$ cat config.mk
export PLATFORM = sky130hd
export DESIGN_NAME = ad98xx_spi_seq
export DESIGN_NICKNAME = d
export VERILOG_FILES = /design/src/rtl/ad98xx_spi_seq_pkg.sv /design/src/rtl/ad98xx_spi_seq_tick.sv /design/src/rtl/ad98xx_spi_seq.sv
export SDC_FILE = /design/constraint.sdc
export NUM_CORES = 1
export LEC_CHECK = 0
export BUFFER_PORTS_ARGS = -buffer_cell sky130_fd_sc_hd__buf_2
export CAP_MARGIN = 20
export CELL_PAD_IN_SITES_DETAIL_PLACEMENT = 0
export CELL_PAD_IN_SITES_GLOBAL_PLACEMENT = 1
export CORE_AREA = 2 2 93 95
export CTS_BUF_LIST = sky130_fd_sc_hd__clkbuf_8
export DETAILED_ROUTE_END_ITERATION = 8
export DIE_AREA = 0 0 95 97
export MAX_ROUTING_LAYER = met4
export PLACE_DENSITY_LB_ADDON = 0.3
export SLEW_MARGIN = 20
export SYNTH_ARGS = -nofsm -noshare
export SYNTH_HDL_FRONTEND = slang
export SYNTH_SLANG_ARGS = --single-unit
$ cat constraint.sdc
create_clock -name clk -period 2.9 [get_ports clk]
set_input_delay 0.29 -clock clk [delete_from_list [all_inputs] [get_ports clk]]
set_output_delay 0.29 -clock clk [all_outputs]
set_load 0.02 [all_outputs]
$ cat src/rtl/ad98xx_spi_seq_pkg.sv
// rtl/ad98xx_spi_seq_pkg.sv - states, default parameters and count-width helper for ad98xx_spi_seq
package ad98xx_pkg;

  typedef enum logic [2:0] {IDLE, SETUP, SHIFT_HI, SHIFT_LO, GAP, DONE} state_t;

  localparam int DEF_WORD_W    = 16;
  localparam int DEF_MAX_WORDS = 3;
  localparam int DEF_CLK_DIV   = 2;
  localparam int DEF_FSYNC_GAP = 2;

  function automatic int count_w(input int max_words);
    return $clog2(max_words + 1);
  endfunction

endpackage

$ cat src/rtl/ad98xx_spi_seq_tick.sv
// rtl/ad98xx_spi_seq_tick.sv - phase prescaler; tick marks the last cycle of a phase of len cycles
module ad98xx_tick
  import ad98xx_pkg::*;
#(
  parameter int LEN_W = 2
) (
  input  logic             clk,
  input  logic             rst,
  input  logic             restart,
  input  logic [LEN_W-1:0] len,
  output logic             tick
);

  logic [LEN_W-1:0] cnt;

  // Reloaded on every phase change so no phase is ever shortened or stretched.
  always_ff @(posedge clk or posedge rst) begin
    if (rst) begin
      cnt <= '0;
    end else if (restart) begin
      cnt <= len - LEN_W'(1);
    end else if (cnt != '0) begin
      cnt <= cnt - LEN_W'(1);
    end
  end

  assign tick = (cnt == '0);

endmodule

$ cat src/rtl/ad98xx_spi_seq.sv
// rtl/ad98xx_spi_seq.sv - AD98xx serial word sequencer (fsync/sclk/sdata, MSB first)
// Optional auto-repeat input repeat_frame when AD98XX_REPEAT_EN is defined.
module ad98xx_spi_seq
  import ad98xx_pkg::*;
#(
  parameter int WORD_W    = DEF_WORD_W,
  parameter int MAX_WORDS = DEF_MAX_WORDS,
  parameter int CLK_DIV   = DEF_CLK_DIV,
  parameter int FSYNC_GAP = DEF_FSYNC_GAP
) (
  input  logic                          clk,
  input  logic                          rst,
  input  logic                          go,
  input  logic [WORD_W*MAX_WORDS-1:0]   words,
  input  logic [count_w(MAX_WORDS)-1:0] num_words,
`ifdef AD98XX_REPEAT_EN
  input  logic                          repeat_frame,
`endif
  output logic                          good_to_reset_go,
  output logic                          send_complete,
  output logic                          busy,
  output logic                          fsync,
  output logic                          sclk,
  output logic                          sdata
);

  localparam int CW      = count_w(MAX_WORDS);
  localparam int BW      = (WORD_W > 1) ? $clog2(WORD_W) : 1;
  localparam int LEN_MAX = (CLK_DIV > FSYNC_GAP) ? CLK_DIV : FSYNC_GAP;
  localparam int LEN_W   = $clog2(LEN_MAX + 1);

  state_t                  state, state_n;
  logic [BW-1:0]           bit_idx, bit_n;
  logic [CW-1:0]           word_idx, word_n, count_lat, count_in;
  logic [WORD_W*MAX_WORDS-1:0] words_lat, words_src;
  logic [WORD_W-1:0]       cur_word;
  logic [LEN_W-1:0]        len;
  logic                    tick, restart, accept, rpt;

`ifdef AD98XX_REPEAT_EN
  assign rpt = repeat_frame;
`else
  assign rpt = 1'b0;
`endif

  assign count_in  = (num_words > CW'(MAX_WORDS)) ? CW'(MAX_WORDS) : num_words;
  assign accept    = (state == IDLE) && go;
  assign restart   = (state_n != state);
  assign words_src = accept ? words : words_lat;
  assign cur_word  = words_src[int'(word_n)*WORD_W +: WORD_W];

  ad98xx_tick #(.LEN_W(LEN_W)) u_tick (
    .clk     (clk),
    .rst     (rst),
    .restart (restart),
    .len     (len),
    .tick    (tick)
  );

  always_comb begin
    state_n = state;
    bit_n   = bit_idx;
    word_n  = word_idx;
    len     = LEN_W'(CLK_DIV);
    case (state)
      IDLE: begin
        if (go) begin
          word_n = '0;
          bit_n  = BW'(WORD_W - 1);
          // An empty frame spends one quiet GAP cycle so completion follows the acknowledge.
          if (count_in == '0) begin
            state_n = GAP;
            len     = LEN_W'(1);
          end else begin
            state_n = SETUP;
          end
        end
      end
      SETUP:    if (tick) state_n = SHIFT_HI;
      SHIFT_HI: if (tick) state_n = SHIFT_LO;
      SHIFT_LO: begin
        if (tick) begin
          if (bit_idx == '0) begin
            state_n = GAP;
            len     = LEN_W'(FSYNC_GAP);
          end else begin
            bit_n   = bit_idx - BW'(1);
            state_n = SHIFT_HI;
          end
        end
      end
      GAP: begin
        if (tick) begin
          bit_n = BW'(WORD_W - 1);
          if ((word_idx + CW'(1)) < count_lat) begin
            word_n  = word_idx + CW'(1);
            state_n = SETUP;
          end else if (rpt && (count_lat != '0)) begin
            word_n  = '0;
            state_n = SETUP;
          end else begin
            state_n = DONE;
          end
        end
      end
      DONE:    state_n = IDLE;
      default: state_n = IDLE;
    endcase
  end

  // Outputs are registered from the next state so they line up with the state register.
  always_ff @(posedge clk or posedge rst) begin
    if (rst) begin
      state            <= IDLE;
      bit_idx          <= '0;
      word_idx         <= '0;
      count_lat        <= '0;
      words_lat        <= '0;
      good_to_reset_go <= 1'b0;
      send_complete    <= 1'b0;
      busy             <= 1'b0;
      fsync            <= 1'b1;
      sclk             <= 1'b1;
      sdata            <= 1'b0;
    end else begin
      state    <= state_n;
      bit_idx  <= bit_n;
      word_idx <= word_n;
      if (accept) begin
        count_lat <= count_in;
        words_lat <= words;
      end
      good_to_reset_go <= accept;
      send_complete    <= (state_n == DONE);
      busy             <= (state_n != IDLE);
      fsync            <= !(state_n inside {SETUP, SHIFT_HI, SHIFT_LO});
      sclk             <= (state_n != SHIFT_LO);
      sdata            <= (state_n inside {SETUP, SHIFT_HI, SHIFT_LO}) && cur_word[bit_n];
    end
  end

endmodule

**Word level (Yosys, flattened, before mapping)**

Index checks and enable logic that the tools add are counted.

- Register bits after elaboration: 67
- Input port bits: 53
- Output and inout bits: 6
- Word-level logic and storage cells: 68

- $add $sub $neg: 4
- Order comparisons: 3
- Equality and inequality tests: 10
- Shift operators: 1
- Muxes and demuxes: 27
- Reduce and logical (&&, ||, !) cells: 11

Operator list:

| cell | number |
|---|---|
| $mux W48 | 1 |
| $shiftx A48 B7 Y16 | 1 |
| $mux W3 | 8 |
| $mux W2 | 9 |
| $mux W4 | 4 |
| $pmux W3 S5 | 1 |
| $eq A3 B2 Y1 const B | 4 |
| $pmux W4 S3 | 1 |
| $eq A3 B1 Y1 const B | 2 |
| $eq A3 B3 Y1 const B | 2 |
| $reduce_bool A3 Y1 | 2 |
| $lt A4 B5 Y1 const B | 1 |
| $bmux W1 S4 | 1 |
| $logic_not A2 Y1 | 2 |
| $logic_not A4 Y1 | 1 |
| $pmux W2 S2 | 1 |
| $reduce_bool A2 Y1 | 2 |
| $sub A2 B1 Y2 const B | 2 |
| $sub A4 B1 Y4 const B | 1 |
| $logic_not A3 Y1 | 1 |
| $ne A3 B2 Y1 const B | 1 |
| $ne A3 B3 Y1 | 1 |
| $add A2 B1 Y2 const B | 1 |
| $gt A2 B2 Y1 const B | 1 |
| other kinds (4) | 5 |

**Longest topological paths before layout**

Gate-level depths: netlist of the first run.

- Word-level depth: 9
- Mapped depth: 13
- Gate-level depth less buffers: 11

**Hierarchy**

From an unflattened synthesis of the first run, not the netlist that was laid out.

- Cell total of the unflattened synthesis: 415
- Area, all modules: 3,585.9 um^2

By module, submodules not included:

| module | instances | cells each | area an instance (um^2) | seq. area each (um^2) |
|---|---|---|---|---|
| ad98xx_spi_seq | 1 | 406 | 3,489.6 | 1,629.1 |
| ad98xx_tick | 1 | 9 | 96.3 | 50.0 |

**Worst setup path after synthesis of the first run**

Ideal clock, no wire load.

- Kind: register -> register
- From: reg bit_idx[0]
- To: reg sdata
- Library setup time: 0.082 ns
- Arrival time: 2.584 ns
- Data required time: 2.818 ns
- Setup slack: 0.233 ns
- Cell stages (with the launch flop): 13
- Buffers on the path: 1
- Clock period less this slack: 2.667 ns
- Path through: dfrtp_1 > inv_1 > ha_1 > or3b_1 > clkbuf_1 > and3_1 > a2bb2oi_2 > nor2_4 > clkinv_2 > mux2i_1 > mux2_2 > a2111o_1 > o22ai_1

- Cells in the longest elaborated chain, start to end: 7
- Elaborated cells on any way between the ends: 17
- Those cells by class: 1 x add/sub; 3 x eq/ne; 10 x mux; 3 x reduce/logical

RTL lines:

| item | line | RTL |
|---|---|---|
| start, declared | ad98xx_spi_seq.sv:33 | `logic [BW-1:0] bit_idx, bit_n;` |
| start signal, assigned | ad98xx_spi_seq.sv:127 | `bit_idx <= bit_n;` |
| $sub A4 B1 Y4 / $logic_not A4 Y1 (equally long branches) | ad98xx_spi_seq.sv:87, ad98xx_spi_seq.sv:83 |  |
| $mux W4 | ad98xx_spi_seq.sv:83 | `if (bit_idx == '0) begin` |
| $mux W4 | ad98xx_spi_seq.sv:82 | `if (tick) begin` |
| $pmux W4 S3 * | ad98xx_spi_seq.sv:65 | `case (state)` |
| via bit_n[0] | ad98xx_spi_seq.sv:33 |  |
| $bmux W1 S4 * | ad98xx_spi_seq.sv:138 | `sdata <= (state_n inside {SETUP, SHIFT_HI, SHIFT_LO}) && cur_word[bit_n];` |
| $mux W1 (not written as such) * | ad98xx_spi_seq.sv:138 |  |
| $logic_and A1 B1 Y1 * | ad98xx_spi_seq.sv:138 |  |
| end signal, assigned | ad98xx_spi_seq.sv:138 |  |
| end, declared | ad98xx_spi_seq.sv:24 | `output logic sdata` |

Mark *: on every way through the listed nets, which the timed path passes. The rest lies on a longest branch. The select of a mux whose other input is x is not followed.
A chain may end at the register's enable or synchronous reset.

**Final worst setup path of the first run**

- From: reg bit_idx[1]
- To: reg sdata

- Cells in the longest elaborated chain, start to end: 7
- Elaborated cells on any way between the ends: 17
- Those cells by class: 1 x add/sub; 3 x eq/ne; 10 x mux; 3 x reduce/logical

RTL lines:

| item | line |
|---|---|
| $logic_not A4 Y1 | ad98xx_spi_seq.sv:83 |
| $mux W4 | ad98xx_spi_seq.sv:83 |
| $mux W4 | ad98xx_spi_seq.sv:82 |
| $pmux W4 S3 | ad98xx_spi_seq.sv:65 |
| via bit_n[0] | ad98xx_spi_seq.sv:33 |
| $bmux W1 S4 | ad98xx_spi_seq.sv:138 |
| $mux W1 (not written as such) | ad98xx_spi_seq.sv:138 |
| $logic_and A1 B1 Y1 | ad98xx_spi_seq.sv:138 |

The timed path passes the listed nets, and every way through them passes these cells. The select of a mux whose other input is x is not followed.

==> impl_metrics.ini, run 1 <==
[status]
status = finished, final reports clean

[clock_tree]
clock_sinks = 67
clock_latency_ps = 350
cts_root_buf = clkbuf_8
cts_made_buffers = 9
path_clk_slew_ps = 80
cts_tree = done
clockBufferDepth = 2
cts_max_level = 3

[sta]
setup_viol = 0
clock.fmax_mhz = 367
finalCritPeriodShare_pct = 94.1
period_needed_ps = 2730
worst_pin_slew_ps = 506
hold_viol_final = 0
grt_setup_unrepaired = no
skew_ps = 9.27
setup_tns_ps = 0
final_max_slew_viol_count = 0
slew_headroom_pct = 66.3

[die]
fp.dieH_um = 97
die_w_um = 95
core_um2 = 8130
ios = 59
dieArea_um2 = 9220
start_util_pct = 41.2
core.rowCount = 33

[logic_synthesis]
synth-seq-cells = 67
synth_edf_count = 0
async_reset_ff_share_pct = 100
synth.net_count = 387
ys_seq_area_share_pct = 50.1
yosysWarnings = 0
synth_area_um2 = 3350
ys_types = 62
avgSynthCellArea_um2 = 10.1
synth-main-ff-cell = dfrtp_1
synthCells = 332

[layout]
syn_to_final_growth_pct = 21.0
fillers = 774
seq_area_um2 = 1680
multi_input_area_um2 = 1570
final_nets = 458
drive_gt1_share_pct = 34.1
mostFrequentLayoutCells = 99 x nand2_1, 65 x dfrtp_1, 58 x buf_2
n_antenna_cell = 0
final_common_cell = nand2_1
stdcell_count = 513

[drt]
wire_per_inst_um = 13.8
vias = 2521
drt_wl_total_mm = 7.07
postRouteAntennaNets = 0
drc = 0
routed_via_density = 4.91
dr.first_iter.drc_count = 104
dr.pass1.iters = 4

[worst_setup_path]
critPathMaxStageDelay_ps = 410
startpoint_type = flop
crit_fanout = 4
crit_type = flop to flop
slowest_stage = or3b_1
cp.required_ps = 3170
cp-end-kind = flop
crit_cells = 11
arrival_ps = 3000
cp_cell_sequence = inv_1 > ha_1 > or3b_1 > and3_1 > a2bb2oi_2 > nor2_4 > clkinv_2 > mux2i_1 > mux2_2 > a2111o_1 > o22ai_1
ff2ff_path_depth = 11
cp_top_family = simple AND/OR/NAND/NOR gates
crit_buf_inv = 2

[placement]
port_buffers = 58
hpwl_mm = 5.15
place_congestion = 0.864
post-place-cells = 497

[pwr]
ir_worst_vdd_v = 0.000409
power.leakage_nw = 2.02
powerDensity_nw_per_um2 = 1110

[global_routing]
grt_first_pass_wirelength_mm = 12.1
grt_use_met2_pct = 25.1
grt_max_degree = 68
use_met1_pct = 24.1
busiest_layer = met2
grt_pass1_vias = 2511
antenna_found_initial = 0
grt_use_total_pct = 17.5
grt-ovfl-total = 0
use_met3_pct = 3.04

[min_path]
min-delay-path-class = input port to async pin

[run]
drv_cap = 0
## timing repair
action | CTS | global route
hold buffers | 0 | 0
resized for setup | 0 | 6
buffers inserted | 0 | 0
endpoints found under the setup margin | 0 | 1
endpoints found under the hold margin | 0 | 0
## path summary, 6_finish.rpt
| kind | start | end | slack, ps |
|---|---|---|---|
| setup / recovery | bit_idx[1] | sdata | 170 |
| hold / removal | rst | words_lat[15] | 7 |
| max in group asynchronous | rst | sclk | 2570 |
| setup reg to reg | bit_idx[1] | sdata | 170 |
| min in group clk | words[29] | words_lat[29] | 120 |
| hold reg to reg | words_lat[6] | words_lat[6] | 480 |
## state kept, by name, summed over array words and instances (netlist names), 2 cells and up
register,count
bit_idx,4
count_lat,2
u_tick.cnt,2
words_lat,48
word_idx,2
state,3
## layer usage
layer  vias to the layer above  part of all wire, %
li1                       1278                    -
met1                      1182                   47
met2                        49                   47
met3                        12                  3.5
met4                         0                  2.1
met5                         -                    0
## area by class of cell
type	instances	area share, %
multi-input combinational	239	38.6
clock buffer	10	3.39
clock inverter	6	1.39
tap	105	3.24
timing repair buffer	75	10.9
inverter	11	1.11
sequential	67	41.4
## cells by family after synthesis
kind of cell,count (synthesis),share of synthesized area (%)
flip-flops,67,50.1
AND/OR/NAND/NOR,150,20.8
buffers and inverters,26,3.73
multiplexers,48,15.7
adder cells (fa/ha/maj),2,0.746
AO/OA/AOI/OAI,38,8.77
XOR/XNOR,1,0.261
## cells in the mapped netlist (all sizes together) (2+ instances only)
cell type,count,area (um2)
nor2,19,86.3
nor3,3,15.0
buf,12,68.8
o211ai,2,15.0
and2,2,12.5
inv,10,40.1
and3,4,31.3
a21o,2,15.0
or2,2,12.5
o21ai,8,40.0
dfstp,2,52.6
dfrtp,65,1630
a211oi,3,35.0
o21a,2,15.0
nand2,99,372
ha,2,25.0
nor3b,2,26.3
o22ai,2,12.5
or4,2,18.8
nor2b,2,12.5
nor4,2,12.5
a21oi,7,35.0
clkbuf,3,11.3
mux2,26,293
nand3,3,15.0
mux2i,21,210
o2111ai,2,17.5
a2bb2oi,2,23.8
## worst reg2reg max path: stages, from the launching register on
cell and delay [ps]:
dfrtp_1 400, inv_1 60, ha_1 190, or3b_1 410
and3_1 200, a2bb2oi_2 140, nor2_4 180, clkinv_2 110
mux2i_1 130, mux2_2 290, a2111o_1 380, o22ai_1 170
## per-stage QoR
step           worst slack (ps)  total power [mW]  hold WS, ps  area, um2  util, %
2_1_floorplan               233              3.17          395       3350        -
4_1_cts                    31.3              4.52         14.0       4040     49.7
3_3_place_gp                127              3.70          393       3850     47.3
6_report                    172              4.49         6.69       4060     49.9
5_1_grt                    16.0              4.86         39.8       4060     49.9
3_5_place_dp               54.2              3.73          395       3850     47.3
## report_power, final
part           internal [mW]  leakage, nW  switching [mW]
sequential              1.37        0.816           0.177
combinational           1.03         1.10            1.15
clock                  0.413        0.103           0.351
total                   2.81         2.02            1.68
Power figures use the tool's default switching activity.
==> inputs of run 2 (changes only) <==
- BUFFER_PORTS_ARGS: -buffer_cell sky130_fd_sc_hd__buf_2 -> -buffer_cell sky130_fd_sc_hd__buf_4
==> impl_metrics.ini, run 2 (synthesis results as in run 1) <==
[status]
status = finished, final reports clean

[global_routing]
antenna_found_initial = 0
grt_use_total_pct = 18.0
grt-ovfl-total = 0
grt_first_pass_wirelength_mm = 12.6
grt_max_degree = 68
grt_pass1_vias = 2646

[layout]
top_regs = words_lat: 48 flops, bit_idx: 4 flops, state: 3 flops
final_nets = 457
post-route-util_pct = 51.5
fillers = 767
stdcell_count = 510
syn_to_final_growth_pct = 24.8
final_common_cell = nand2_1
largest_reg_flops = 48
n_antenna_cell = 0
mostFrequentLayoutCells = 99 x nand2_1, 74 x buf_4, 65 x dfrtp_1
drive_gt1_share_pct = 34.1
seq_area_um2 = 1680
regMostFlops = words_lat
multi_input_area_um2 = 1580

[clock_tree]
clock_latency_ps = 340
cts_root_buf = clkbuf_8
clockBufferDepth = 2
cts_setup_buffers = 0
cts_made_buffers = 9
clock_sinks = 67
path_clk_slew_ps = 70
cts_max_level = 3
cts_tree = done

[sta]
clock.fmax_mhz = 366
setup_tns_ps = 0
skew_ps = 5.55
holdWs_ps = 135
finalCritPeriodShare_pct = 94.2
hold_viol_final = 0
final_max_slew_viol_count = 0
slew_headroom_pct = 45.3
setup_viol = 0
grt_setup_unrepaired = no
period_needed_ps = 2730
fin_ws_ps = 168
worst_pin_slew_ps = 821

[placement]
hpwl_mm = 5.26
place_congestion = 0.796
port_buffers = 58
post-place-cells = 496
pre_cts_ws_ps = 103

[worst_setup_path]
slowest_stage = or4b_1
critPathMaxStageDelay_ps = 490
crit_type = flop to flop
cp.required_ps = 3160
r2r_setup_slack_ps = 170
crit_buf_inv = 0
startpoint_type = flop
cp_top_family = simple AND/OR/NAND/NOR gates
r2r-start = word_idx[0]
crit_fanout = 9
cp-end-kind = flop
arrival_ps = 2990
startpoint = word_idx[0]
cp_cell_sequence = xor2_1 > ha_1 > or4b_1 > o211ai_1 > and3_4 > mux2_2 > a2111o_1 > o22ai_1

[die]
dieArea_um2 = 9220
start_util_pct = 41.2
ios = 59
die_w_um = 95
fp.dieH_um = 97
core.rowCount = 33
core_um2 = 8130

[drt]
drt_wl_total_mm = 7.18
vias = 2531
postRouteAntennaNets = 0
wire_per_inst_um = 14.1
dr.pass1.iters = 4
routed_via_density = 4.96
drc = 0
dr.first_iter.drc_count = 95

[min_path]
hold_start = words[29]
min-delay-path-class = input port to flop

[pwr]
ir_worst_vdd_v = 0.000448
powerDensity_nw_per_um2 = 1090
power.leakage_nw = 2.06

[run]
drv_cap = 0
run 2: area by class of cell:
| class | instances | area share (%) |
|---|---|---|
| multi-input cells | 239 | 37.6 |
| well taps | 105 | 3.14 |
| clock buffers | 12 | 3.94 |
| repair buffers | 74 | 13.3 |
| inverters | 11 | 1.08 |
| flip-flops and latches | 67 | 40.1 |
| clock inverters | 2 | 0.837 |
run 2: final timing paths:
| check | endpoint | cells past startpoint |
|---|---|---|
| min | words_lat[29] | 3 |
| min in group asynchronous | words_lat[44] | 3 |
| max reg2reg | sdata | 8 |
| max | sdata | 8 |
| min reg2reg | words_lat[31] | 2 |
| max in group asynchronous | bit_idx[3] | 3 |
run 2: layer usage:
layer	vias to the layer above	wire length [um]	GRT usage, %
met5	-	0	-
li1	1269	-	-
met2	44	3470	27.1
met1	1211	3360	24.0
met4	0	76	4.01
met3	7	277	5.37
run 2: timing repair:
| item | 4_1_cts | 5_1_grt |
|---|---|---|
| resized for setup | 0 | 7 |
| endpoints found under the setup margin | 0 | 1 |
| hold buffers | 0 | 0 |
| endpoints found under the hold margin | 0 | 0 |
run 2: tightest hold or removal path, stage by stage:
cell and delay, ps:
buf_4 70, nand2_1 40, nand2_1 40
run 2: through the flow:
stage	total power, mW	instance area [um2]
4_1_cts	4.56	4160
5_1_grt	4.93	4190
2_1_floorplan	3.17	3350
6_report	4.55	4190
3_3_place_gp	3.72	3960
3_5_place_dp	3.76	3960
run 2: where the power goes:
group | internal [mW] | leakage, nW | switching [mW]
clock network | 0.456 | 0.104 | 0.325
logic | 1.06 | 1.14 | 1.14
registers | 1.37 | 0.816 | 0.203
total | 2.88 | 2.06 | 1.66
==> inputs of run 3 (changes only) <==
- SETUP_SLACK_MARGIN: not set -> 0.2
==> impl_metrics.ini, run 3 (synthesis results as in run 1) <==
[layout]
regMostFlops = words_lat
final_common_cell = nand2_1
fillers = 760
mostFrequentLayoutCells = 99 x nand2_1, 77 x buf_4, 63 x dfrtp_1
n_antenna_cell = 0
post-route-util_pct = 52.6
final_nets = 461
stdcell_count = 514
drive_gt1_share_pct = 37.7
finish.instance_area_um2 = 4280
largest_reg_flops = 48
top_regs = words_lat: 48 flops, bit_idx: 4 flops, state: 3 flops
syn_to_final_growth_pct = 27.6

[placement]
post-place-cells = 496
postPlaceCellArea_um2 = 3960
hpwl_mm = 5.26
place_congestion = 0.796
pre_cts_ws_ps = 103
port_buffers = 58

[min_path]
min_to = words_lat[29]
hold_start = words[29]
hold_depth = 3
min-delay-path-class = input port to flop

[die]
core.rowCount = 33
ios = 59
core_um2 = 8130
dieArea_um2 = 9220
fp.dieH_um = 97
die_w_um = 95
start_util_pct = 41.2

[pwr]
p_seq_share_pct = 33.4
power.leakage_nw = 2.10
ir_worst_vdd_v = 0.000454
combPwrFrac_pct = 50.0
swShare_pct = 36.8
power_frac_clock_pct = 16.6
powerDensity_nw_per_um2 = 1100
power.switching_mw = 1.74
internal_power_mw = 2.98

[sta]
hold_viol_final = 0
grt_setup_unrepaired = yes
worst_pin_slew_ps = 832
period_needed_ps = 2640
slew_headroom_pct = 44.5
clock.fmax_mhz = 379
final_max_slew_viol_count = 0
skew_ps = 5.61
fin_ws_ps = 258
setup_tns_ps = 0
setup_viol = 0
finalCritPeriodShare_pct = 91.1

[drt]
dr.pass1.iters = 4
routed_via_density = 5.02
drt_wl_total_mm = 7.45
postRouteAntennaNets = 0
dr.first_iter.drc_count = 109
vias = 2579
wire_per_inst_um = 14.5
drc = 0

[clock_tree]
cts_root_buf = clkbuf_8
cts_made_buffers = 9
cts_max_level = 3
clock_latency_ps = 340
clock_sinks = 67
cts_tree = done
clockBufferDepth = 2
postCtsHoldBufs = 0
path_clk_slew_ps = 70

[worst_setup_path]
startpoint_type = flop
r2r-start = word_idx[0]
crit_type = flop to flop
cp.required_ps = 3160
cp-end-kind = flop
timing.rr.end = sdata
r2r_setup_slack_ps = 260
crit_buf_inv = 0
ff2ff_path_depth = 8
cp_top_family = compound AO/OA/AOI/OAI gates
cp_cell_sequence = xor2_1 > ha_2 > or4b_4 > o211ai_1 > and3_4 > mux2_4 > a2111o_1 > o22ai_2
critPathMaxStageDelay_ps = 480
arrival_ps = 2910
crit_fanout = 5
slowest_stage = or4b_4

[global_routing]
grt_first_pass_wirelength_mm = 12.7
grt-ovfl-total = 0
grt_max_degree = 68
grt_use_total_pct = 18.0
grt_pass1_vias = 2651
antenna_found_initial = 0

[status]
status = finished, final reports clean

[run]
drv_cap = 0
## run 3: changes by cell type in the layout (fill, tap and decap cells not counted), moves of 2 or more
cell     previous run  this run
buf_4              74        77
ha_1                2         0
dfrtp_2             0         2
dfrtp_1            65        63
## run 3: worst max-delay path by stage
| stage | startpoint | end | depth (start not counted) | slack [ps] |
|---|---|---|---|---|
| floorplan | bit_idx[0] | sdata | 12 | 230 |
| global placement | word_idx[0] | sdata | 8 | 130 |
| detailed placement | word_idx[0] | sdata | 8 | 100 |
| CTS | bit_idx[1] | sdata | 10 | 230 |
| global route | word_idx[0] | sdata | 8 | 180 |
| finish | word_idx[0] | sdata | 8 | 260 |
## run 3: layer usage
layer | vias to the layer above | global-route usage [%] | share of wire (%)
li1 | 1277 | - | -
met2 | 55 | 27.2 | 48
met4 | 0 | 4.01 | 1.0
met3 | 7 | 5.37 | 4.4
met5 | - | - | 0
met1 | 1240 | 24.1 | 46
## run 3: power groups by stage
stage / Combinational [mW] / Clock (mW) / Sequential (mW)
after floorplan: 1.61 / 0 / 1.55
after global placement: 2.14 / 0 / 1.58
after detailed placement: 2.16 / 0 / 1.59
after CTS: 2.23 / 0.803 / 1.58
after global routing: 2.61 / 0.845 / 1.63
final: 2.36 / 0.784 / 1.58
## run 3: stage by stage
step                hold slack (ps)  power [mW]
finish                          134        4.72
global route                    125        5.09
CTS                             125        4.61
detailed placement              462        3.76
global placement                459        3.72
floorplan                       395        3.17
## run 3: repair_timing
action,4_1_cts,5_1_grt
gates cloned,0,1
gates resized for setup,6,19
endpoints found under the setup margin,1,1
setup buffers,1,2
pin swaps,1,9
## run 3: worst reg2reg max path, cell delays in order (launching register included)
cell and delay [ps]:
dfrtp_2 430, xor2_1 150, ha_2 170, or4b_4 480
o211ai_1 210, and3_4 260, mux2_4 310, a2111o_1 420
o22ai_2 140
## run 3: cell type report
type	count	area (um2)	share of cell area [%]
Clock inverter	2	35.0	0.819
Timing Repair Buffer	77	578	13.5
Sequential cell	67	1680	39.3
Tap cell	105	131	3.07
Clock buffer	12	165	3.86
Inverter	11	47.5	1.11
Multi-Input combinational cell	240	1640	38.3
